==> src/rtl/adder_tree_sched.sv <==
// Round-robin scheduled packet accumulator: one requester owns the adder tree
// from grant to packet end, and its summed beats come out as a single result.
module adder_tree_sched #(
    parameter int ADDER_WIDTH = 4,
    parameter int NUM_REQ     = 4,
    parameter int ACC_WIDTH   = 8,
    parameter int MAX_BEATS   = 16
) (
    input  logic                                 clk,
    input  logic                                 rst_n,
    input  logic [NUM_REQ-1:0]                   req_valid,
    input  logic [NUM_REQ-1:0]                   req_last,
    input  logic [NUM_REQ*4*ADDER_WIDTH-1:0]     req_data,
    output logic [NUM_REQ-1:0]                   req_ready,
    output logic                                 res_valid,
    input  logic                                 res_ready,
    output logic [ACC_WIDTH-1:0]                 res_sum,
    output logic [$clog2(NUM_REQ)-1:0]           res_id,
    output logic [$clog2(MAX_BEATS):0]           res_beats,
    output logic                                 res_ovf,
    output logic                                 res_trunc,
    output logic                                 busy
);

    localparam int W      = ADDER_WIDTH;
    localparam int N      = NUM_REQ;
    localparam int A      = ACC_WIDTH;
    localparam int M      = MAX_BEATS;
    localparam int ID_W   = $clog2(N);
    localparam int BEAT_W = $clog2(M) + 1;
    localparam int SUM_W  = W + 2;
    localparam int FULL_W = A + 1;

    typedef enum logic [1:0] {
        IDLE,
        ACCUM,
        DONE
    } state_t;

    state_t state;
    state_t state_next;

    logic [ID_W-1:0]   owner;
    logic [ID_W-1:0]   last_owner;
    logic [A-1:0]      acc;
    logic [BEAT_W-1:0] beats;
    logic              ovf;
    logic              trunc;

    logic              any_valid;
    logic [ID_W-1:0]   grant;
    logic [ID_W-1:0]   cand;

    logic [4*W-1:0]    owner_ops;
    logic [W:0]        pair_lo;
    logic [W:0]        pair_hi;
    logic [SUM_W-1:0]  beat_sum;
    logic [FULL_W-1:0] acc_full;
    logic [BEAT_W-1:0] beats_next;
    logic              beat_accept;
    logic              owner_last;
    logic              hit_max;

    // Search upward from the requester after the last owner, so the first hit wins.
    always_comb begin
        any_valid = |req_valid;
        grant     = last_owner;
        cand      = '0;
        for (int i = N; i >= 1; i--) begin
            cand = ID_W'((int'(last_owner) + i) % N);
            if (req_valid[cand]) begin
                grant = cand;
            end
        end
    end

    // Two-level tree over the owner's four operands, widened so no carry is lost.
    assign owner_ops   = req_data[owner*4*W +: 4*W];
    assign pair_lo     = {1'b0, owner_ops[0 +: W]}   + {1'b0, owner_ops[W +: W]};
    assign pair_hi     = {1'b0, owner_ops[2*W +: W]} + {1'b0, owner_ops[3*W +: W]};
    assign beat_sum    = {1'b0, pair_lo} + {1'b0, pair_hi};
    assign acc_full    = {1'b0, acc} + FULL_W'(beat_sum);

    assign beat_accept = (state == ACCUM) && req_valid[owner];
    assign owner_last  = req_last[owner];
    assign beats_next  = beats + BEAT_W'(1);
    assign hit_max     = (beats_next == BEAT_W'(M));

    always_ff @(posedge clk) begin
        if (!rst_n) begin
            state <= IDLE;
        end else begin
            state <= state_next;
        end
    end

    always_comb begin
        state_next = state;
        case (state)
            IDLE: begin
                if (any_valid) begin
                    state_next = ACCUM;
                end
            end
            ACCUM: begin
                if (beat_accept && (owner_last || hit_max)) begin
                    state_next = DONE;
                end
            end
            DONE: begin
                if (res_ready) begin
                    state_next = IDLE;
                end
            end
            default: state_next = IDLE;
        endcase
    end

    always_comb begin
        req_ready = '0;
        if (state == ACCUM) begin
            req_ready[owner] = 1'b1;
        end
        res_valid = (state == DONE);
        busy      = (state != IDLE);
    end

    // The grant cycle doubles as packet setup; result registers stay put through DONE.
    always_ff @(posedge clk) begin
        if (!rst_n) begin
            owner      <= '0;
            last_owner <= ID_W'(N - 1);
            acc        <= '0;
            beats      <= '0;
            ovf        <= 1'b0;
            trunc      <= 1'b0;
        end else begin
            case (state)
                IDLE: begin
                    if (any_valid) begin
                        owner <= grant;
                        acc   <= '0;
                        beats <= '0;
                        ovf   <= 1'b0;
                        trunc <= 1'b0;
                    end
                end
                ACCUM: begin
                    if (beat_accept) begin
                        acc   <= acc_full[A-1:0];
                        beats <= beats_next;
                        if (acc_full[A]) begin
                            ovf <= 1'b1;
                        end
                        if (hit_max && !owner_last) begin
                            trunc <= 1'b1;
                        end
                    end
                end
                DONE: begin
                    if (res_ready) begin
                        last_owner <= owner;
                    end
                end
                default: ;
            endcase
        end
    end

    assign res_sum   = acc;
    assign res_id    = owner;
    assign res_beats = beats;
    assign res_ovf   = ovf;
    assign res_trunc = trunc;

endmodule

==> config.mk <==
export PLATFORM = sky130hd
export DESIGN_NAME = adder_tree_sched
export DESIGN_NICKNAME = d
export VERILOG_FILES = /design/src/rtl/adder_tree_sched.sv
export SDC_FILE = /design/constraint.sdc
export NUM_CORES = 1
export LEC_CHECK = 0
export CORE_MARGIN = 2
export CORE_UTILIZATION = 37
export DETAILED_ROUTE_END_ITERATION = 7
export GPL_ROUTABILITY_DRIVEN = 0
export PLACE_DENSITY_LB_ADDON = 0.2
export REMOVE_ABC_BUFFERS = 1
export SYNTH_ARGS = -nofsm -noshare
export SYNTH_HDL_FRONTEND = slang
export SYNTH_SLANG_ARGS = --single-unit
==> constraint.sdc <==
create_clock -name clk -period 3.88 [get_ports clk]
set_input_delay 0.776 -clock clk [delete_from_list [all_inputs] [get_ports clk]]
set_output_delay 0.776 -clock clk [all_outputs]
set_load 0.05 [all_outputs]
# --- Yosys cells after proc, flatten, opt, wreduce, memory -nomap -nowiden ---
# Cells that the tools add are included.
classes:
  addsub: 9
  order_cmp: 6
  eq_ne: 9
  n_shift: 1
  mux: 36
  reduce_logical: 16
op_table:
  columns: ["cell", "n"]
  rows:
  - ["64-bit by 7-bit variable part select with 16-bit output", 1]
  - ["8-bit 2-to-1 mux", 2]
  - ["8-bit case mux with 2 select lines", 1]
  - ["2-bit by 3-bit less-than comparator with 1-bit output (second input constant)", 5]
  - ["2-bit 2-to-1 mux", 7]
  - ["1-bit binary-select mux with 2-bit select", 6]
  - ["1-bit 2-to-1 mux", 12]
  - ["4-bit by 4-bit adder with 5-bit output", 2]
  - ["5-bit 2-to-1 mux", 2]
  - ["5-bit case mux with 2 select lines", 1]
  - ["8-bit by 6-bit adder with 9-bit output", 1]
  - ["4-bit AND reduction", 2]
  - ["5-bit by 5-bit adder with 6-bit output", 1]
  - ["2-bit by 1-bit != test with 1-bit output (second input constant)", 3]
  - ["2-bit != test (second input constant)", 3]
  - ["2-bit case mux with 3 select lines", 1]
  - ["3-bit AND reduction", 2]
  - ["5-bit by 1-bit adder with 5-bit output (second input constant)", 1]
  - ["5-bit == test (second input constant)", 1]
  - ["2-bit by 1-bit adder with 2-bit output (second input constant)", 2]
  - ["2-bit adder (second input constant)", 2]
  - ["1-bit logical AND", 4]
  - ["4-bit 2-to-1 mux", 1]
  - ["1-bit case mux with 2 select lines", 2]
  - ["other kinds (10)", 12]
totals:
  reg_bits: 21
  in_bits: 75
  out_inout_bits: 23
  elab_cells: 84

# --- Logic depth before layout (Yosys ltp) ---
# Gate-level depths: netlist (run 1).
depth:
  ltp_word: 7
  ltp_mapped: 16
  depth_no_buf: 14

# --- Least setup slack after synthesis (run 1) ---
# No wires, ideal clock.
synth_path:
  path_type: "register -> register"
  startpoint: "reg owner[0], in the netlist res_id[0]"
  endpoint: "reg acc[7], in the netlist res_sum[7]"
  t_arrival_ns: 4.579
  required_ns: 3.815
  path_slack_ns: -0.764
  stages_incl_launch_ff: 17
  synth_period_minus_slack_ns: 4.644
  path_cell_list: "dfxtp_1 -> buf_2 -> buf_2 -> mux4_2 -> inv_1 -> fa_1 -> fa_1 -> fa_1 -> inv_1 -> ha_1 -> inv_1 -> fa_1 -> nand2b_1 -> a21oi_1 -> o311ai_0 -> xor2_1 -> nor2_1"
synth_via:
  elab_chain_cells: 6
  word_cells_on_any_way: 12
synth_rtl:
  columns: ["item", "line", "rtl"]
  rows:
  - ["from (decl)", "43", "logic [ID_W-1:0] owner;"]
  - ["from (signal assigned)", "141", "owner <= grant;"]
  - ["64-bit by 7-bit variable part select with 16-bit output", "78", "assign owner_ops = req_data[owner*4*W +: 4*W];"]
  - ["4-bit by 4-bit adder with 5-bit output (on tied branches)", "79, 80", null]
  - ["5-bit by 5-bit adder with 6-bit output", "81", "assign beat_sum = {1'b0, pair_lo} + {1'b0, pair_hi};"]
  - ["8-bit by 6-bit adder with 9-bit output", "82", "assign acc_full = {1'b0, acc} + FULL_W'(beat_sum);"]
  - ["8-bit 2-to-1 mux", "149", "if (beat_accept) begin"]
  - ["8-bit case mux with 2 select lines", "138", "case (state)"]
  - ["to (signal assigned)", "150", "acc <= acc_full[A-1:0];"]
  - ["to (decl)", "45", "logic [A-1:0] acc;"]
# Several ways; a longest one is shown, not always the timed one. The select of a mux whose other input is x is not followed.
# A chain may end at the register's enable or synchronous reset.

# --- Worst setup path after layout (run 1) ---
layout_path:
  startpoint: "in req_data[53]"
  endpoint: "reg acc[7], in the netlist res_sum[7]"
layout_via:
  elab_chain_cells: 6
layout_rtl:
  columns: ["item", "line", "rtl"]
  rows:
  - ["from (decl)", "13", "input logic [NUM_REQ*4*ADDER_WIDTH-1:0] req_data,"]
  - ["64-bit by 7-bit variable part select with 16-bit output", "78", null]
  - ["4-bit by 4-bit adder with 5-bit output", "79", "assign pair_lo = {1'b0, owner_ops[0 +: W]} + {1'b0, owner_ops[W +: W]};"]
  - ["5-bit by 5-bit adder with 6-bit output", "81", null]
  - ["8-bit by 6-bit adder with 9-bit output", "82", null]
  - ["8-bit 2-to-1 mux", "149", null]
  - ["8-bit case mux with 2 select lines", "138", null]
# Every way passes these cells. The select of a mux whose other input is x is not followed.

==> results of run 1 <==
logic make-up (layout without fill, tap and decap cells):
group                    count (synthesis)  count (layout)  share of synthesized area
AO/OA/AOI/OAI                           37              37                     0.1199
XOR/XNOR                                 3               3                    0.01291
adder cells (fa/ha/maj)                 23              23                     0.1819
buffers and inverters                   47             157                    0.09588
flip-flops                              21              21                     0.2065
multiplexers                            19              19                     0.2041
AND/OR/NAND/NOR                         71              71                     0.1789
flip-flops by register name, indices dropped and copies added, names as in the netlist:
signal and flops:
res_sum 8, res_beats 5, last_owner 2, res_id 2, state 2, res_ovf 1, res_trunc 1
routing by layer:
| layer | track usage | wire length, microns |
|---|---|---|
| met4 | 0.01930 | 23 |
| met2 | 0.3172 | 2862 |
| met1 | 0.2333 | 2426 |
| met3 | 0.03793 | 348 |
| met5 | 0 | 0 |
cells in the mapped netlist, drive strengths merged:
cell and count:
a211oi 3, a21bo 1, a21oi 13, a22o 1, a2bb2oi 1, a31o 1
a31oi 7, and2 1, and3 4, and3b 1, buf 7, clkbuf 4
clkinv 1, dfxtp 21, fa 11, ha 12, inv 35, mux2i 1
mux4 18, nand2 15, nand2b 4, nand3 15, nand4 1, nand4b 1
nor2 13, nor2b 4, nor3 5, nor3b 1, o211ai 1, o21a 1
o21ai 5, o21ba 1, o22ai 1, o311ai 1, or2 1, or3 4
or4 1, xor2 3
worst max path at each step:
stage | startpoint | end | slack, ns | cells after the start
finish | req_data[53] | res_sum[7] | -0.05 | 15
global route | req_data[49] | res_sum[7] | -0.16 | 15
CTS | req_data[55] | res_sum[5] | -0.04 | 17
detailed placement | req_data[17] | res_sum[7] | -0.87 | 15
global placement | req_data[49] | res_sum[7] | -0.79 | 15
floorplan | res_id[0] | res_sum[7] | -1.00 | 14
timing repair:
item                                    4_1_cts  5_1_grt
pin swaps                                    24       13
gates resized for setup                      94        9
endpoints found under the setup margin        7        5
setup buffers                                 5        4
area by class of cell:
class	count	share of cell area
tap	72	0.02726
clock buffer	4	0.01363
inverter	36	0.04089
multi-input combinational	153	0.4540
sequential	21	0.1276
timing repair buffer	117	0.3366
where the power goes:
part           leakage [nW]  switching [mW]  total (mW)  internal, mW
Combinational          1.18           0.790        1.57         0.781
Sequential            0.171          0.0271       0.271         0.244
Clock                0.0228          0.0692       0.142        0.0731
Total                  1.38           0.886        1.98          1.10
critical path, cell delays in order:
cell      delay [ns]
buf_6           0.09
mux4_2          0.46
inv_2           0.07
fa_1            0.42
fa_1            0.51
fa_1            0.42
inv_1           0.08
ha_2            0.18
inv_2           0.04
fa_2            0.38
nand2b_4        0.16
a21oi_4         0.16
o311ai_2        0.12
xor2_1          0.16
nor2_1          0.10
per-stage QoR:
step	util	setup slack, ns	instance area (sq um)	TNS [ns]
6_report	0.6113	-0.05006	3304	-0.09383
2_1_floorplan	-	-1.001	1976	-5.456
3_3_place_gp	0.5817	-0.7880	3144	-4.080
3_5_place_dp	0.5817	-0.8713	3144	-4.506
4_1_cts	0.6030	-0.04372	3259	-0.08526
5_1_grt	0.6113	-0.1646	3304	-0.4860
==> metrics.md, run 1 <==
| Metric | Value |
|---|---|
| Outcome | `finished with violations` |
| Failing checks | `negative setup slack` |
| Required @ worst endpoint | `a little over 4 ns` |
| Row count | `27` |
| Hold Crit Start | `res_trunc` |
| Drt total wl | `5660 microns` |
| Layout cell share with drive strength beyond 1 | `0.2508` |
| Synthesized cell area | `2036 sq um` |
| First-pass GRT wire length | `8928 microns` |
| Max Clk Rate | `~250 MHz` |
| Initial Utilization | `0.3766` |
| Worst min-delay path category | `register to register` |
| Power Total | `between 1.5 and 2 mW` |
| Pin count of the biggest net entering global routing | `13` |
| Reg2Reg Launch Point | `res_id[0]` |
| Fillers | `503` |
| Total number of vias | `between 2000 and 2500` |
| Number of distinct library cells after synthesis | `42` |
| Total congestion overflow | `0` |
| Commonest non-fill, non-tap cell in the layout | `clkdlybuf4s50_1` |
| Number of global-route vias before repair | `approximately 2000` |
| Mapped Cells | `approximately 220` |
| Syn_area_per_cell | `roughly 9.2 sq um` |
| Layout area overhead | `62.32%` |
| Storage element area | `between 400 and 500 sq um` |
| Pwr dens | `600.5 nW/um^2` |
| Synth top area cells | `dfxtp_1 21%, mux4_2 20%, fa_1 11%, ha_1 7.4%, inv_1 6.5%` |
| Period utilization | `1.013` |
| Post-route ant nets | `0` |
| Die Y | `between 70 and 80 microns` |
| Initial DRC Count | `70` |
| Slew @ Worst Pin | `between 0.5 and 0.6 ns` |
| Final setup vio count | `2` |
| Worst setup slack after layout | `-0.05006 ns` |
| Avg WL per Cell | `about 14 microns` |
| Number of nets in the layout | `430` |
| Clock Skew | `roughly 0.0034 ns` |
| Layout Cells excl Fill | `approximately 400` |
| Sequential share of the synthesized area | `0.2065` |
| Clock-pin slew on the worst setup and hold paths | `0.07 ns` |
| RR Endpoint | `res_sum[7]` |
| CTS root buf | `clkbuf_8` |
| Top Ports | `between 90 and 100` |
| Num Clock Sinks | `21` |
| Initial antenna violation count | `0` |
| Antenna diodes | `0` |
| Tmin final | `around 4 ns` |
| CTS buffer count | `3` |
| Most frequent cells in the layout | `65 x clkdlybuf4s50_1, 23 x inv_1, 20 x dfxtp_1` |
| Yosys reg bits | `21` |
| Die width | `between 70 and 80 microns` |
| CTS H-tree lvls | `1` |
| Hold_buf cts | `0` |
| Max_cap viols | `0` |
| Drt drc | `0` |
| Final hold vios | `0` |
| Relative slew slack | `0.6494` |
| Worst Setup Path Type | `input pin to register` |
| Top cell type's share of synthesized area | `0.2065` |
| R2R cell count | `15` |
| Core footprint | `roughly 5400 sq um` |
| GRT Total Usage | `0.1792` |
| Worst setup SP type | `input pin` |
| Critical Path AT | `slightly above 4 ns` |
| Clk_lat worst skew | `roughly 0.26 ns` |
| Die ar. | `a little over 6000 sq um` |
| Final slew viol count | `0` |
| CTS tree | `built` |
| Synth area leader | `dfxtp_1` |
| Clock buffer depth | `2` |
| Post-Place Cells | `just under 400` |
| Reg2reg setup slack | `around 0.03 ns` |
| Port bufs | `between 90 and 100` |
| Vias/cell | `between 5 and 6` |
| Endpoint class of the critical path | `register` |
| HPWL Detailed | `approximately 4500 microns` |
| Unrepaired setup endpoints after global routing | `true` |
| P_leak | `around 1.4 nW` |
| Ys Warns | `0` |
| WHS | `0.4521 ns` |
| First drt pass iteration count | `4` |
| Hold Path End | `res_trunc` |
| Maximum VDD drop | `between 300 and 400 uV` |
| Hold Path Stages | `2` |
| Max FO, Critical Path | `2` |
| Area of the multi-input gates | `about 1500 sq um` |
Note: power is estimated with default switching activity, not from simulation.
==> run 2: changes to the inputs <==
PLACE_DENSITY = 0.74   (was not set)
PLACE_DENSITY_LB_ADDON = not set   (was 0.2)
==> metrics.md, run 2 (synthesized netlist as in run 1, its figures left out) <==
| Metric | Value |
|---|---|
| Outcome | `finished with violations` |
| Failing checks | `negative setup slack` |
| Die ar. | `6111 sq um (unchanged)` |
| Final slew viol count | `0 (unchanged)` |
| Unrepaired setup endpoints after global routing | `true` |
| Tmin final | `3.929 ns (-0.001540 ns)` |
| P_leak | `1.364 nW (-0.79%)` |
| Fillers | `489 (-2.8%)` |
| Layout cell share with drive strength beyond 1 | `0.2409 (-0.009902)` |
| Required @ worst endpoint | `4.06 ns (about the same)` |
| Clock Skew | `0.009302 ns (+0.005899 ns)` |
| Port bufs | `97 (unchanged)` |
| Worst setup SP type | `input pin` |
| Row count | `27 (unchanged)` |
| Clk_lat worst skew | `0.27 ns (about the same)` |
| Critical Path AT | `4.10 ns (-0.02 ns)` |
| Worst path top cell family by delay | `adder cells` |
| Max reg flops | `8 (unchanged)` |
| CTS H-tree lvls | `1 (unchanged)` |
| Clock buffer depth | `2 (unchanged)` |
| First-pass GRT wire length | `8990 microns (+0.69%)` |
| CP Buf/Inv Count | `5 (+1)` |
| Initial Utilization | `0.3766 (unchanged)` |
| Layout Cells excl Fill | `400 (-0.74%)` |
| Max incr delay on CP | `0.53 ns (+0.02 ns)` |
| Pwr dens | `631.0 nW/um^2 (+5.1%)` |
| Die Y | `78.18 microns (unchanged)` |
| Hold_buf cts | `0 (unchanged)` |
| GRT Total Usage | `0.1812 (+0.002009)` |
| Initial antenna violation count | `0 (unchanged)` |
| CTS root buf | `clkbuf_8` |
| CTS buffer count | `3 (unchanged)` |
| Num Clock Sinks | `21 (unchanged)` |
| Pin count of the biggest net entering global routing | `14 (+1)` |
| Number of nets in the layout | `427 (-0.70%)` |
| Drt total wl | `5524 microns (-2.4%)` |
| Power Total | `2.081 mW (+4.8%)` |
| Final setup vio count | `2 (unchanged)` |
| Core footprint | `5405 sq um (unchanged)` |
| Drt drc | `0 (unchanged)` |
| Antenna diodes | `0 (unchanged)` |
| Worst path cell trace | `buf_6, mux4_2, inv_2, fa_1, fa_1, fa_1, inv_1, ha_2, inv_2, fa_2, nand2b_4, a21oi_4, buf_4, nor3_2, a31o_1` |
| Vias/cell | `5.088 (+0.16%)` |
| Max Clk Rate | `254.5 MHz (about the same)` |
| Avg WL per Cell | `13.81 microns (-1.7%)` |
| Maximum VDD drop | `338.6 uV (-8.2%)` |
| Top Ports | `98 (unchanged)` |
| HPWL Detailed | `4432 microns (-1.2%)` |
| Worst Setup Path Type | `input pin to register` |
| Max FO, Critical Path | `3 (+1)` |
| CTS tree | `built` |
| Layout area overhead | `61.95%` |
| Post-route ant nets | `0 (unchanged)` |
| Number of global-route vias before repair | `1963 (-3.6%)` |
| Endpoint class of the critical path | `register` |
| Die width | `78.18 microns (unchanged)` |
| Final hold vios | `0 (unchanged)` |
| Slew @ Worst Pin | `0.5050 ns (-0.01914 ns)` |
| Post-Place Cells | `390 (unchanged)` |
| Commonest non-fill, non-tap cell in the layout | `clkdlybuf4s50_1` |
| CP most frequent cell | `fa_1` |
| Total number of vias | `2035 (-0.59%)` |
| Period utilization | `1.013 (about the same)` |
| Worst setup slack after layout | `-0.04852 ns (+0.001540 ns)` |
| Initial DRC Count | `48 (-31%)` |
| First drt pass iteration count | `4 (unchanged)` |
| Most frequent cells in the layout | `65 x clkdlybuf4s50_1, 24 x inv_1, 20 x dfxtp_1` |
| Slowest cell on the critical path | `fa_1` |
| Max_cap viols | `0 (unchanged)` |
| Worst min-delay path category | `register to register` |
| Final Util | `0.6100 (-0.001389)` |
| Relative slew slack | `0.6622 (+0.01280)` |
| Total congestion overflow | `0 (unchanged)` |
| WHS | `0.4663 ns (+0.01413 ns)` |
| Clock-pin slew on the worst setup and hold paths | `0.08 ns (about the same)` |
| Final setup TNS | `-0.06553 ns (+0.02830 ns)` |
run 2: stage by stage:
stage / setup slack (ns) / cell area [sq um]
after floorplan: -1.001 / 1976
final: -0.04852 / 3297
after detailed placement: -0.8968 / 3132
after CTS: -0.02750 / 3267
after global routing: -0.1869 / 3297
after global placement: -0.7812 / 3132
run 2: per-layer routing:
| metal | wire [microns] | track usage | vias up |
|---|---|---|---|
| met1 | 2365 | 0.2305 | 971 |
| met3 | 313 | 0.04368 | 5 |
| met2 | 2812 | 0.3207 | 66 |
| met5 | 0 | 0 | - |
| met4 | 31 | 0.02456 | 0 |
| li1 | - | - | 993 |
run 2: layout make-up:
class / instances / area (sq um) / area share
multi-input cells: 153 / 1506 / 0.4569
repair buffers: 114 / 1097 / 0.3328
flip-flops and latches: 21 / 421.7 / 0.1279
inverters: 36 / 135.1 / 0.04099
well taps: 72 / 90.09 / 0.02732
clock buffers: 3 / 41.29 / 0.01252
clock inverters: 1 / 5.005 / 0.001518
run 2: what timing repair did:
| action | CTS | global route |
|---|---|---|
| pin swaps | 27 | 13 |
| resized for setup | 91 | 8 |
| setup buffers | 5 | 1 |
| endpoints found under the setup margin | 7 | 5 |
run 2: path summary, 6_finish.rpt:
check                                  start  cells past startpoint         end  slack [ns]
worst max-delay path            req_data[53]                     15  res_sum[5]       -0.05
worst min-delay path               res_trunc                      2   res_trunc        0.47
worst max register to register     res_id[0]                     14  res_sum[5]        0.09
worst min register to register     res_trunc                      2   res_trunc        0.47
run 2: worst register-to-register path: stages, from the launching register on:
cell      delay (ns)
dfxtp_2         0.40
mux4_2          0.53
inv_2           0.07
fa_1            0.43
fa_1            0.53
fa_1            0.40
inv_1           0.07
ha_2            0.18
inv_2           0.04
fa_2            0.38
nand2b_4        0.17
a21oi_4         0.14
buf_4           0.13
nor3_2          0.03
a31o_1          0.20
run 2: power breakdown:
| part | internal [mW] | switching [mW] |
|---|---|---|
| sequential | 0.244 | 0.0271 |
| clock | 0.0719 | 0.0772 |
| combinational | 0.850 | 0.810 |
| total | 1.17 | 0.915 |
==> run 3: changes to the inputs <==
CTS_CLUSTER_DIAMETER = 50   (was not set)
PLACE_DENSITY = not set   (was 0.74)
PLACE_DENSITY_LB_ADDON = 0.25   (was not set)
==> metrics.md, run 3 (synthesized netlist as in run 1, its figures left out) <==
| Metric | Value |
|---|---|
| Outcome | `finished with violations` |
| Failing checks | `negative setup slack` |
| CTS tree | `built` |
| Drt total wl | `5759 microns (+4.3%)` |
| Pin count of the biggest net entering global routing | `15 (+1)` |
| Total congestion overflow | `0 (unchanged)` |
| Number of nets in the layout | `428 (+0.23%)` |
| Max_cap viols | `0 (unchanged)` |
| Required @ worst endpoint | `4.04 ns (-0.02 ns)` |
| Initial Utilization | `0.3766 (unchanged)` |
| Worst setup SP type | `input pin` |
| Max Clk Rate | `253.6 MHz (-0.37%)` |
| Post-Place Cells | `387 (-0.77%)` |
| Worst Setup Path Type | `input pin to register` |
| CTS root buf | `clkbuf_8` |
| Initial DRC Count | `62 (+29%)` |
| Worst min-delay path category | `register to register` |
| Max reg flops | `8 (unchanged)` |
| GRT Total Usage | `0.1823 (+0.001094)` |
| Final slew viol count | `0 (unchanged)` |
| Max FO, Critical Path | `3 (unchanged)` |
| HPWL Detailed | `4450 microns (+0.39%)` |
| Unrepaired setup endpoints after global routing | `true` |
| CTS buffer count | `3 (unchanged)` |
| Num Clock Sinks | `21 (unchanged)` |
| Post-DP Area | `3134 sq um (about the same)` |
| Commonest non-fill, non-tap cell in the layout | `clkdlybuf4s50_1` |
| Fillers | `482 (-1.4%)` |
| Clk_lat worst skew | `0.26 ns (about the same)` |
| Maximum VDD drop | `388.1 uV (+15%)` |
| Die width | `78.18 microns (unchanged)` |
| Clock Skew | `0.01087 ns (+0.001565 ns)` |
| Layout Cells excl Fill | `401 (+0.25%)` |
| Clock-pin slew on the worst setup and hold paths | `0.09 ns (about the same)` |
| Avg WL per Cell | `14.36 microns (+4.0%)` |
| Vias/cell | `5.047 (-0.79%)` |
| Clock buffer depth | `2 (unchanged)` |
| First-pass GRT wire length | `9094 microns (+1.2%)` |
| Drt drc | `0 (unchanged)` |
| Top Ports | `98 (unchanged)` |
| Initial antenna violation count | `0 (unchanged)` |
| Tmin final | `3.943 ns (+0.01456 ns)` |
| Layout area overhead | `63.06%` |
| Layout cell share with drive strength beyond 1 | `0.2614 (+0.02054)` |
| Most frequent cells in the layout | `65 x clkdlybuf4s50_1, 23 x inv_1, 20 x dfxtp_1` |
| Row count | `27 (unchanged)` |
| Worst setup slack after layout | `-0.06308 ns (-0.01456 ns)` |
| Die ar. | `6111 sq um (unchanged)` |
| Number of global-route vias before repair | `2048 (+4.3%)` |
| P_leak | `1.368 nW (+0.30%)` |
| Hold_buf cts | `0 (unchanged)` |
| Finished Cell Area | `3319 sq um (+0.68%)` |
| Post-route ant nets | `0 (unchanged)` |
| Period utilization | `1.016 (+0.003753)` |
| Final hold vios | `0 (unchanged)` |
| Antenna diodes | `0 (unchanged)` |
| Endpoint class of the critical path | `register` |
| Total number of vias | `2024 (-0.54%)` |
| Relative slew slack | `0.6413 (-0.02097)` |
| Pwr dens | `621.5 nW/um^2 (-1.5%)` |
| Port bufs | `97 (unchanged)` |
| Critical Path AT | `4.10 ns (about the same)` |
| Slew @ Worst Pin | `0.5364 ns (+0.03135 ns)` |
| Final setup vio count | `1 (-1)` |
| Core footprint | `5405 sq um (unchanged)` |
| Die Y | `78.18 microns (unchanged)` |
| CTS H-tree lvls | `1 (unchanged)` |
| First drt pass iteration count | `4 (unchanged)` |
run 3: worst max-delay path: stages:
cell and delay [ns]:
clkdlybuf4s15_1 0.17, mux4_2 0.47, inv_2 0.07, fa_1 0.42, inv_2 0.07, fa_1 0.42, inv_2 0.07, fa_1 0.45
buf_4 0.16, fa_2 0.39, nand2b_4 0.17, a21oi_4 0.14, o311ai_2 0.10, xor2_1 0.17, nor2_1 0.05
run 3: worst paths after layout:
kind / start / endpoint / slack [ns] / cells after the start
hold / removal: res_trunc / res_trunc / 0.46 / 2
setup reg to reg: res_id[0] / res_sum[7] / -0.01 / 16
setup / recovery: req_data[18] / res_sum[7] / -0.06 / 15
hold reg to reg: res_trunc / res_trunc / 0.46 / 2
run 3: metrics by stage:
stage / utilization / TNS [ns] / worst slack, ns / hold slack (ns) / power (mW)
global route: 0.6141 / -0.3996 / -0.1650 / 0.5045 / 2.232
global placement: 0.5799 / -4.126 / -0.7935 / 0.4393 / 1.403
finish: 0.6141 / -0.06308 / -0.06308 / 0.4576 / 2.063
CTS: 0.5970 / -0.03884 / -0.03884 / 0.4600 / 1.866
floorplan: - / -5.456 / -1.001 / 0.4742 / 1.068
detailed placement: 0.5799 / -4.404 / -0.8734 / 0.4485 / 1.415
run 3: repair_timing:
item | CTS | global route
buffers inserted | 3 | 8
pin swaps | 26 | 21
endpoints found under the setup margin | 7 | 5
resized for setup | 97 | 11
run 3: layout make-up:
class,count,area (sq um),area share
Multi-Input combinational cell,153,1513,0.4557
Timing Repair Buffer,115,1111,0.3347
Sequential cell,21,421.7,0.1270
Inverter,36,135.1,0.04071
Tap cell,72,90.09,0.02714
Clock buffer,3,41.29,0.01244
Clock inverter,1,7.507,0.002262
run 3: report_power, final:
| part | internal (mW) | switching [mW] | total (mW) |
|---|---|---|---|
| Clock | 0.0725 | 0.0746 | 0.147 |
| Sequential | 0.244 | 0.0267 | 0.271 |
| Combinational | 0.825 | 0.820 | 1.65 |
| Total | 1.14 | 0.922 | 2.06 |
run 3: per-layer routing:
layer  vias to the layer above  track usage  share of wire
met1                       968       0.2183           0.39
met5                         -            0              0
met4                         0      0.03158         0.0040
met2                        61       0.3491           0.55
met3                         2      0.02529          0.056
li1                        993            -              -
